[src/rtl/queue_unpacker_pkg.sv]
// queue_unpacker_pkg: shared state encoding and reset constants for the queue unpacker
package queue_unpacker_pkg;
  typedef enum logic {
    QUEUE_UNPACKER_EMPTY = 1'b0,
    QUEUE_UNPACKER_BUSY  = 1'b1
  } queue_unpacker_state_t;
  localparam int QUEUE_UNPACKER_CNT_RST = 0;
endpackage

[src/rtl/queue_unpacker.sv]
// queue_unpacker: pops wide queue entries and emits them as narrow valid/ready beats
// Define QUEUE_UNPACKER_MSB_FIRST_EN for MSB-first beat order (default LSB-first).
module queue_unpacker
  import queue_unpacker_pkg::*;
#(
  parameter int dbits = 128,
  parameter int obits = 32
) (
  input  logic             i_clk,
  input  logic             i_nrst,
  input  logic             i_q_nempty,
  input  logic [dbits-1:0] i_q_rdata,
  output logic             o_q_re,
  output logic             o_valid,
  output logic [obits-1:0] o_data,
  output logic             o_last,
  input  logic             i_ready
);
  localparam int RATIO = dbits / obits;
  localparam int CW = $clog2(RATIO + 1);
  typedef struct packed {
    queue_unpacker_state_t state;
    logic [CW-1:0]         cnt;
    logic [dbits-1:0]      data;
  } regs_t;
  regs_t r_q;
  regs_t w_d;
  logic w_hs;
  logic w_re;
  logic [dbits-1:0] w_shift;
`ifdef QUEUE_UNPACKER_MSB_FIRST_EN
  assign w_shift = r_q.data << obits;
  assign o_data = r_q.data[dbits-1 -: obits];
`else
  assign w_shift = r_q.data >> obits;
  assign o_data = r_q.data[obits-1:0];
`endif
  assign o_valid = r_q.state == QUEUE_UNPACKER_BUSY;
  assign o_last = r_q.cnt == CW'(1);
  assign o_q_re = w_re & i_nrst;
  // next state: pop when empty, shift on handshake, refill in place after the last beat
  always_comb begin
    w_hs = (r_q.state == QUEUE_UNPACKER_BUSY) & i_ready;
    w_d = r_q;
    w_re = 1'b0;
    if (r_q.state == QUEUE_UNPACKER_EMPTY) w_re = i_q_nempty;
    else if (w_hs && r_q.cnt > CW'(1)) begin
      w_d.data = w_shift;
      w_d.cnt = r_q.cnt - CW'(1);
    end else if (w_hs) begin
      w_re = i_q_nempty;
      w_d.cnt = CW'(QUEUE_UNPACKER_CNT_RST);
      w_d.state = QUEUE_UNPACKER_EMPTY;
    end
    if (w_re) begin
      w_d.data = i_q_rdata;
      w_d.cnt = CW'(RATIO);
      w_d.state = QUEUE_UNPACKER_BUSY;
    end
  end
  // register update; reset discards any partially sent entry
  always_ff @(posedge i_clk or negedge i_nrst) begin
    if (!i_nrst) r_q <= '{state: QUEUE_UNPACKER_EMPTY, cnt: CW'(QUEUE_UNPACKER_CNT_RST), data: '0};
    else r_q <= w_d;
  end
endmodule
[config.mk]
export PLATFORM = sky130hd
export DESIGN_NAME = queue_unpacker
export DESIGN_NICKNAME = d
export VERILOG_FILES = /design/src/rtl/queue_unpacker_pkg.sv /design/src/rtl/queue_unpacker.sv
export SDC_FILE = /design/constraint.sdc
export NUM_CORES = 1
export LEC_CHECK = 0
export BUFFER_PORTS_ARGS = -buffer_cell sky130_fd_sc_hd__buf_2
export CORE_ASPECT_RATIO = 0.8
export CORE_MARGIN = 2
export CORE_UTILIZATION = 58
export CTS_CLUSTER_SIZE = 12
export DETAILED_ROUTE_END_ITERATION = 7
export PLACE_DENSITY = 0.95
export SYNTH_ARGS = -nofsm -noshare
export SYNTH_HDL_FRONTEND = slang
export SYNTH_SLANG_ARGS = --single-unit
[constraint.sdc]
create_clock -name i_clk -period 4 [get_ports i_clk]
set_clock_uncertainty 0.05 [all_clocks]
set_input_delay 0.6 -clock i_clk [delete_from_list [all_inputs] [get_ports i_clk]]
set_output_delay 0.6 -clock i_clk [all_outputs]
set_load 0.01 [all_outputs]
== Word level (Yosys, flattened, before mapping) ==
Index checks and enable logic that the tools add are counted.
Word-level totals
  memories: 0
  register bits after elaboration: 132
  output and inout bits: 35
  memory bits (writable): 0
  latch bits: 0
  ROM bits: 0
  word-level logic and storage cells: 23
Cells by class
  equality and inequality tests: 1
  shift operators: 0
  add/sub/neg operators: 1
  muxes and demuxes: 9
  $mul: 0
  divide/modulo/power cells: 0
  reductions and logical operators: 6
  bitwise logic cells: 2
  order comparisons: 1
Operator list (number)
  $mux 132: 2
  $mux 128: 1
  $mux 1: 4
  $mux 4: 1
  $reduce_and 2->1: 2
  $reduce_bool 2->1: 2
  $eq 3x1->1 const B: 1
  $gt 3x1->1 const B: 1
  $mux 3: 1
  $reduce_bool 3->1: 1
  $sub 3x1->3 const B: 1
  $and 1x1->1: 2
  $logic_and 1x1->1: 1

== Longest topological paths before layout ==
Gate-level depths: netlist of the first run.
  word-level depth: 6
  depth in mapped cells: 8

== Least setup slack after synthesis of the first run ==
No wires, ideal clock.
  path type: input to output
  start point: input i_ready
  end point: output o_q_re
  data required time: 3.350 ns
  slack: 1.764 ns
  path buffers: 3
  stages: 6
  arrival: 1.586 ns
  cell sequence: nand2b_1 > buf_2 > o2111a_1 > buf_2 > buf_2 > and2_1
On the way
  longest elaborated chain between the ends: 5
Ends and longest elaborated chain
  start: declaration: line queue_unpacker.sv:17  | input logic i_ready
  $and 1x1->1 (*): line queue_unpacker.sv:43  | w_hs = (r_q.state == QUEUE_UNPACKER_BUSY) & i_ready;
  $mux 1 or $logic_and 1x1->1 (tied branches): line queue_unpacker.sv:50, queue_unpacker.sv:47
  $mux 1 (*): line queue_unpacker.sv:47  | else if (w_hs && r_q.cnt > CW'(1)) begin
  $mux 1 (*): line queue_unpacker.sv:46  | if (r_q.state == QUEUE_UNPACKER_EMPTY) w_re = i_q_nempty;
  $and 1x1->1 (*): line queue_unpacker.sv:40  | assign o_q_re = w_re & i_nrst;
  end: declaration: line queue_unpacker.sv:13  | output logic o_q_re,
Every way passes the cells marked *; elsewhere a longest branch is shown, timed or not.

== Worst setup path after layout of the first run ==
  start point: register r_q[129] (netlist name)
  end point: output o_q_re
On the way
  longest elaborated chain between the ends: 5
Ends and longest elaborated chain
  start: declaration: line queue_unpacker.sv:26  | regs_t r_q;
  start signal: assignment: line queue_unpacker.sv:63  | if (!i_nrst) r_q <= '{state: QUEUE_UNPACKER_EMPTY, cnt: CW'(QUEUE_UNPACKER_CNT_RST), data: '0};
  start signal: assignment: line queue_unpacker.sv:64  | else r_q <= w_d;
  $gt 3x1->1: line queue_unpacker.sv:47
  $logic_and 1x1->1: line queue_unpacker.sv:47
  $mux 1: line queue_unpacker.sv:47
  $mux 1: line queue_unpacker.sv:46
  $and 1x1->1: line queue_unpacker.sv:40
Every way passes these cells.

==> flow_summary.json, run 1 <==
{
  "rsz0062_at_grt": "no",
  "dr.pass1.iters": 5,
  "clock_latency_ps": 410,
  "seq_area_frac_synth": 0.477,
  "crit_path_start_kind": "flip-flop",
  "grt_max_degree": 100,
  "synth_area_leaders": "dfrtp_1, a2111oi_0, a221oi_1",
  "p_sw_mw": 2.36,
  "postCtsSetupRepairBufs": 0,
  "fmax_ghz": 0.378,
  "htreeDepth": 4,
  "die_area_sq_um": 12800,
  "max_slew_margin": 0.189,
  "cts_tree": "built",
  "cts_sinks": 132,
  "tightest_slew_ps": 1220,
  "nNetsFinal": 909,
  "synth_fp_nets": 836,
  "avgViaCountPerCell": 6.76,
  "layout-drive-gt1-share": 0.270,
  "vdd_ir_drop_max_mv": 0.547,
  "power_frac_seq": 0.377,
  "clock_path_buffers": 2,
  "cts_resized": 0,
  "clkTransAtPathRegs_ps": 50,
  "via_count": 6327,
  "die_w_um": 126,
  "cp.arrival_ps": 1990,
  "ios": 167,
  "p_per_area_nw_per_um2": 768,
  "grt_overflow": 0,
  "ctsHoldBuffers": 0,
  "regToRegStartpoint": "r_q[129]$_DFFE_PN0P_",
  "syn_to_final_growth_pct": 15.9,
  "critPathLaunch": "r_q[129]$_DFFE_PN0P_",
  "setup_viol_count_final": 0,
  "finalCritPeriodShare": 0.661,
  "wl_per_cell_um": 20.3,
  "syn_area_sq_um": 6930,
  "fin_setup_tns_ps": 0,
  "drtIter0Drc": 709,
  "synth_cells": 702,
  "port_buffers": 166,
  "dieHeight_um": 102,
  "antenna_found_initial": 0,
  "synth_top_area_frac": 0.477,
  "placed_cells": 904,
  "grt_pass1_wl_um": 30900,
  "p_total_mw": 6.17,
  "coreArea_sq_um": 11600,
  "final_cells": 936,
  "fillers": 887,
  "crit_required_ps": 3350,
  "grtUsageTotal": 0.303,
  "finalCriticalPeriod_ps": 2640,
  "place_hpwl_um": 11800,
  "pwr-share-clk": 0.251,
  "crit_path_end_kind": "output port",
  "slew_violations": 0,
  "p_int_mw": 3.81,
  "clockRootBuffer": "clkbuf_16",
  "synth_cell_types": 32,
  "holdCritPathClass": "in -> async",
  "avgSynthCellArea_sq_um": 9.87,
  "critical_path.endpoint": "o_q_re",
  "cts_made_buffers": 17,
  "pre_cts_ws_ps": 1600,
  "pwr-share-comb": 0.372,
  "holdWs_ps": 107,
  "diodes": 0,
  "yosys.area.top_type": "dfrtp_1",
  "remaining_drc_errors": 0,
  "rows": 35,
  "leakagePower_nw": 3.61,
  "ff2ff_setup_slack_ps": 1580,
  "swShare": 0.383,
  "grt_pass1_vias": 5984,
  "wl_um": 19000,
  "worst_slack_ps": 1360,
  "r2r_cells": 6,
  "timing.max_cap.violations": 0,
  "ys_seq_elements": 132,
  "start_util": 0.597,
  "cp_max_fo": 5,
  "yosysWarnings": 0,
  "path_class": "reg -> out",
  "hold_viol_final": 0,
  "reg2reg_to": "o_data[15]$_DFFE_PN0P_",
  "antenna_left": 0,
  "gp_congestion": 0.832,
  "status": "finished clean"
}
[critical path, stage by stage (launching register included)]
cell and delay (ps):
dfrtp_1 450, inv_1 100, ha_1 220, nand2b_1 190, o2111a_4 300, and2_1 180, buf_2 140
[how the worst min path moves through the flow]
stage                            end  cells after the start
2_1_floorplan  o_data[0]$_DFFE_PN0P_                      0
6_report       o_data[0]$_DFFE_PN0P_                      1
5_1_grt        o_data[0]$_DFFE_PN0P_                      1
3_5_place_dp    r_q[115]$_DFFE_PN0P_                      1
4_1_cts        o_data[0]$_DFFE_PN0P_                      1
3_3_place_gp    r_q[111]$_DFFE_PN0P_                      1
[power by group through the flow]
stage	logic, mW	clock network (mW)	registers, mW
floorplan	1.89	0	2.16
global placement	2.16	0	2.30
detailed placement	2.25	0	2.32
CTS	2.27	1.55	2.30
global route	2.56	1.61	2.38
finish	2.30	1.55	2.32
[placed cells by master, fill, tap and decap left out, drive strengths merged, types with 3 or more instances in the layout]
master   netlist  layout
a2111oi       96      96
a21oi         96      96
a221oi        96      96
a22o          32      32
buf           51     176
bufinv         0       3
clkbuf        71      22
clkinv         0       6
dfrtp        132     132
inv          103     103
nand2b         3       3
[sequential cells by signal (all words and copies together), names as in the netlist]
register / flops
r_q: 99
o_data: 32
o_valid: 1
[layer usage]
| layer | part of all wire | track usage | up-vias |
|---|---|---|---|
| met5 | 0 | 0 | - |
| met4 | 0.016 | 0.101 | 0 |
| met3 | 0.10 | 0.0597 | 25 |
| met2 | 0.44 | 0.451 | 377 |
| met1 | 0.44 | 0.450 | 3077 |
| li1 | - | - | 2848 |
[cells by family (layout without fill, tap and decap cells)]
logic type	after synthesis	in the layout	synth area share
AO/OA/AOI/OAI	329	329	0.364
adder cells (fa/ha/maj)	2	2	0.00361
flip-flops	132	132	0.477
AND/OR/NAND/NOR	14	14	0.0114
buffers and inverters	225	311	0.145
[layout make-up]
| class | instances | area, sq um | share of cell area |
|---|---|---|---|
| multi-input combinational | 345 | 2660 | 0.331 |
| sequential | 132 | 3300 | 0.411 |
| clock inverter | 10 | 131 | 0.0164 |
| clock buffer | 22 | 454 | 0.0565 |
| tap | 148 | 185 | 0.0230 |
| inverter | 103 | 387 | 0.0481 |
| timing repair buffer | 176 | 915 | 0.114 |
[synth_stat cells]
| master | number |
|---|---|
| o2111ai_1 | 1 |
| nor3_1 | 1 |
| buf_2 | 15 |
| inv_1 | 100 |
| and2_1 | 1 |
| nor2_1 | 1 |
| a221oi_1 | 95 |
| a2111oi_0 | 96 |
| a311o_1 | 1 |
| a22o_1 | 32 |
| nor4_1 | 1 |
| inv_2 | 3 |
| o21ai_1 | 2 |
| nor2b_1 | 2 |
| a221oi_2 | 1 |
| nand2_2 | 1 |
| o21bai_1 | 1 |
| nand2_1 | 1 |
| o32a_1 | 1 |
| nand3_1 | 2 |
| o2111a_1 | 1 |
| ha_1 | 2 |
| or3_1 | 1 |
| clkbuf_1 | 71 |
| a21oi_1 | 96 |
| a2bb2oi_1 | 1 |
| a21boi_0 | 1 |
| nand2b_1 | 3 |
| buf_6 | 2 |
| dfrtp_1 | 132 |
| buf_4 | 33 |
| buf_1 | 1 |
[metrics by stage]
| step | cell area (sq um) | utilization |
|---|---|---|
| floorplan | 6930 | - |
| global placement | 7450 | 0.642 |
| detailed placement | 7450 | 0.642 |
| CTS | 8030 | 0.692 |
| global route | 8030 | 0.692 |
| finish | 8030 | 0.692 |
(Power assumes the default switching activity.)
==> run 2: changes to the inputs <==
--- a/config.mk
+++ b/config.mk
@@ -8,10 +8,10 @@
 export BUFFER_PORTS_ARGS = -buffer_cell sky130_fd_sc_hd__buf_2
 export CORE_ASPECT_RATIO = 0.8
 export CORE_MARGIN = 2
-export CORE_UTILIZATION = 58
+export CORE_UTILIZATION = 49
 export CTS_CLUSTER_SIZE = 12
 export DETAILED_ROUTE_END_ITERATION = 7
-export PLACE_DENSITY = 0.95
+export PLACE_DENSITY = 0.86
 export SYNTH_ARGS = -nofsm -noshare
 export SYNTH_HDL_FRONTEND = slang
 export SYNTH_SLANG_ARGS = --single-unit
==> constraint.sdc (replaced) <==
create_clock -name i_clk -period 2.1 [get_ports i_clk]
set_clock_uncertainty 0.05 [all_clocks]
set_input_delay 0.315 -clock i_clk [delete_from_list [all_inputs] [get_ports i_clk]]
set_output_delay 0.315 -clock i_clk [all_outputs]
set_load 0.01 [all_outputs]
==> flow_summary.json, run 2 (synthesized netlist as in run 1, its figures left out) <==
{
  "die_w_um": 137,
  "cp_cell_sequence": "inv_2 -> ha_4 -> nand2b_4 -> o2111a_4 -> and2_4 -> buf_6",
  "p_total_mw": 12.3,
  "crit_required_ps": 1740,
  "max_slew_margin": 0.552,
  "vdd_ir_drop_max_mv": 0.887,
  "clock_path_buffers": 2,
  "grt_overflow": 0,
  "final_common_cell": "buf_2",
  "tightest_slew_ps": 670,
  "setup_viol_count_final": 0,
  "timing.max_cap.violations": 0,
  "holdWs_ps": 73.9,
  "finalCriticalPeriod_ps": 2070,
  "diodes": 0,
  "cts_sinks": 132,
  "crit_path_top_delay_cell": "dfrtp_1",
  "r2r_cells": 7,
  "cp.depth": 6,
  "hold_viol_final": 0,
  "leakagePower_nw": 3.84,
  "slowest_delay_ps": 370,
  "path_class": "reg -> out",
  "hold_depth": 2,
  "status": "finished clean",
  "mostFrequentLayoutCells": "buf_2, dfrtp_1, inv_1, a21oi_1, a221oi_1",
  "cts_tree": "built",
  "clockRootBuffer": "clkbuf_16",
  "clkTransAtPathRegs_ps": 60,
  "finalCritPeriodShare": 0.984,
  "antenna_left": 0,
  "grtUsageTotal": 0.267,
  "path_buf_inv": 2,
  "regMostFlops": "r_q",
  "crit_family": "flip-flops",
  "remaining_drc_errors": 0,
  "htreeDepth": 4,
  "port_buffers": 166,
  "grt_pass1_wl_um": 31700,
  "syn_to_final_growth_pct": 23.0,
  "grt_pass1_vias": 5975,
  "slew_violations": 0,
  "clock_latency_ps": 410,
  "cts_made_buffers": 17,
  "fin_setup_tns_ps": 0,
  "coreArea_sq_um": 13700,
  "p_per_area_nw_per_um2": 1440,
  "critPathLaunch": "r_q[129]$_DFFE_PN0P_",
  "rows": 38,
  "critical_path.endpoint": "o_q_re",
  "via_count": 6374,
  "crit_path_end_kind": "output port",
  "largest_reg_flops": 99,
  "ff2ff_setup_slack_ps": 100,
  "cp.arrival_ps": 1700,
  "ios": 167,
  "dieHeight_um": 110,
  "start_util": 0.506,
  "dr.pass1.iters": 5,
  "reg2reg_to": "o_data[14]$_DFFE_PN0P_",
  "holdCritPathClass": "in -> reg",
  "regToRegStartpoint": "r_q[129]$_DFFE_PN0P_",
  "nNetsFinal": 943,
  "layout-drive-gt1-share": 0.308,
  "crit_path_start_kind": "flip-flop",
  "fmax_ghz": 0.484,
  "die_area_sq_um": 15100,
  "antenna_found_initial": 1,
  "gp_congestion": 0.831,
  "grt_max_degree": 77,
  "wl_um": 19900,
  "cp_max_fo": 3,
  "avgViaCountPerCell": 6.36,
  "place_hpwl_um": 12600,
  "wl_per_cell_um": 19.8,
  "drtIter0Drc": 750
}
run 2: cell count changes in the layout (fill, tap and decap cells not counted), sizes merged:
cell         previous run  this run
bufinv                  3         2
clkinv                  6         7
clkinvlp                1         0
clkbuf                 22        23
dlygate4sd3             0         1
buf                   176       209
run 2: worst min-delay path by stage:
stage / start / end / slack [ps]
detailed placement: i_nrst / o_data[31]$_DFFE_PN0P_ / 140
floorplan: i_nrst / o_data[0]$_DFFE_PN0P_ / -30
global placement: i_nrst / o_data[31]$_DFFE_PN0P_ / 150
CTS: i_q_rdata[127] / r_q[127]$_DFFE_PN0P_ / 70
finish: i_q_rdata[124] / r_q[124]$_DFFE_PN0P_ / 70
global route: i_q_rdata[96] / r_q[96]$_DFFE_PN0P_ / 70
run 2: layout make-up:
cell class | instances | area, sq um
repair buffers | 210 | 1340
clock inverters | 9 | 103
flip-flops and latches | 132 | 3300
clock buffers | 23 | 478
multi-input cells | 345 | 2690
inverters | 103 | 387
fillers | 1134 | 5170
well taps | 180 | 225
run 2: routing by layer:
metal | wire length, um | vias to the layer above | global-route usage
li1 | - | 2907 | -
met1 | 9140 | 3099 | 0.408
met2 | 8700 | 340 | 0.387
met3 | 1740 | 26 | 0.0562
met4 | 274 | 2 | 0.0677
met5 | 13 | - | 0
run 2: through the flow:
stage               instances  cell area (sq um)  setup WS, ps  utilization
floorplan                 702               6930           140            -
global placement          967               7880          36.0        0.576
detailed placement        967               7880         -15.7        0.576
CTS                      1001               8500          5.02        0.621
global route             1002               8530         -8.85        0.623
finish                   1002               8530          34.2        0.623
run 2: worst register-to-register path, cell delays in order (launching register included):
cell and delay [ps]:
dfrtp_1 370, inv_2 70, ha_4 160, o21bai_4 180, buf_12 190, a2111oi_0 600, buf_4 210, a221oi_1 40
run 2: repair_timing:
item | 4_1_cts | 5_1_grt
hold buffers | 1 | 0
setup endpoints to repair | 2 | 13
pin swaps | 0 | 1
resized for setup | 4 | 8
buffers inserted | 1 | 1
endpoints found under the hold margin | 22 | 0
run 2: where the power goes:
group / total, mW / internal (mW) / switching, mW
registers: 4.40 / 3.67 / 0.725
logic: 4.99 / 2.15 / 2.84
clock network: 2.92 / 1.84 / 1.08
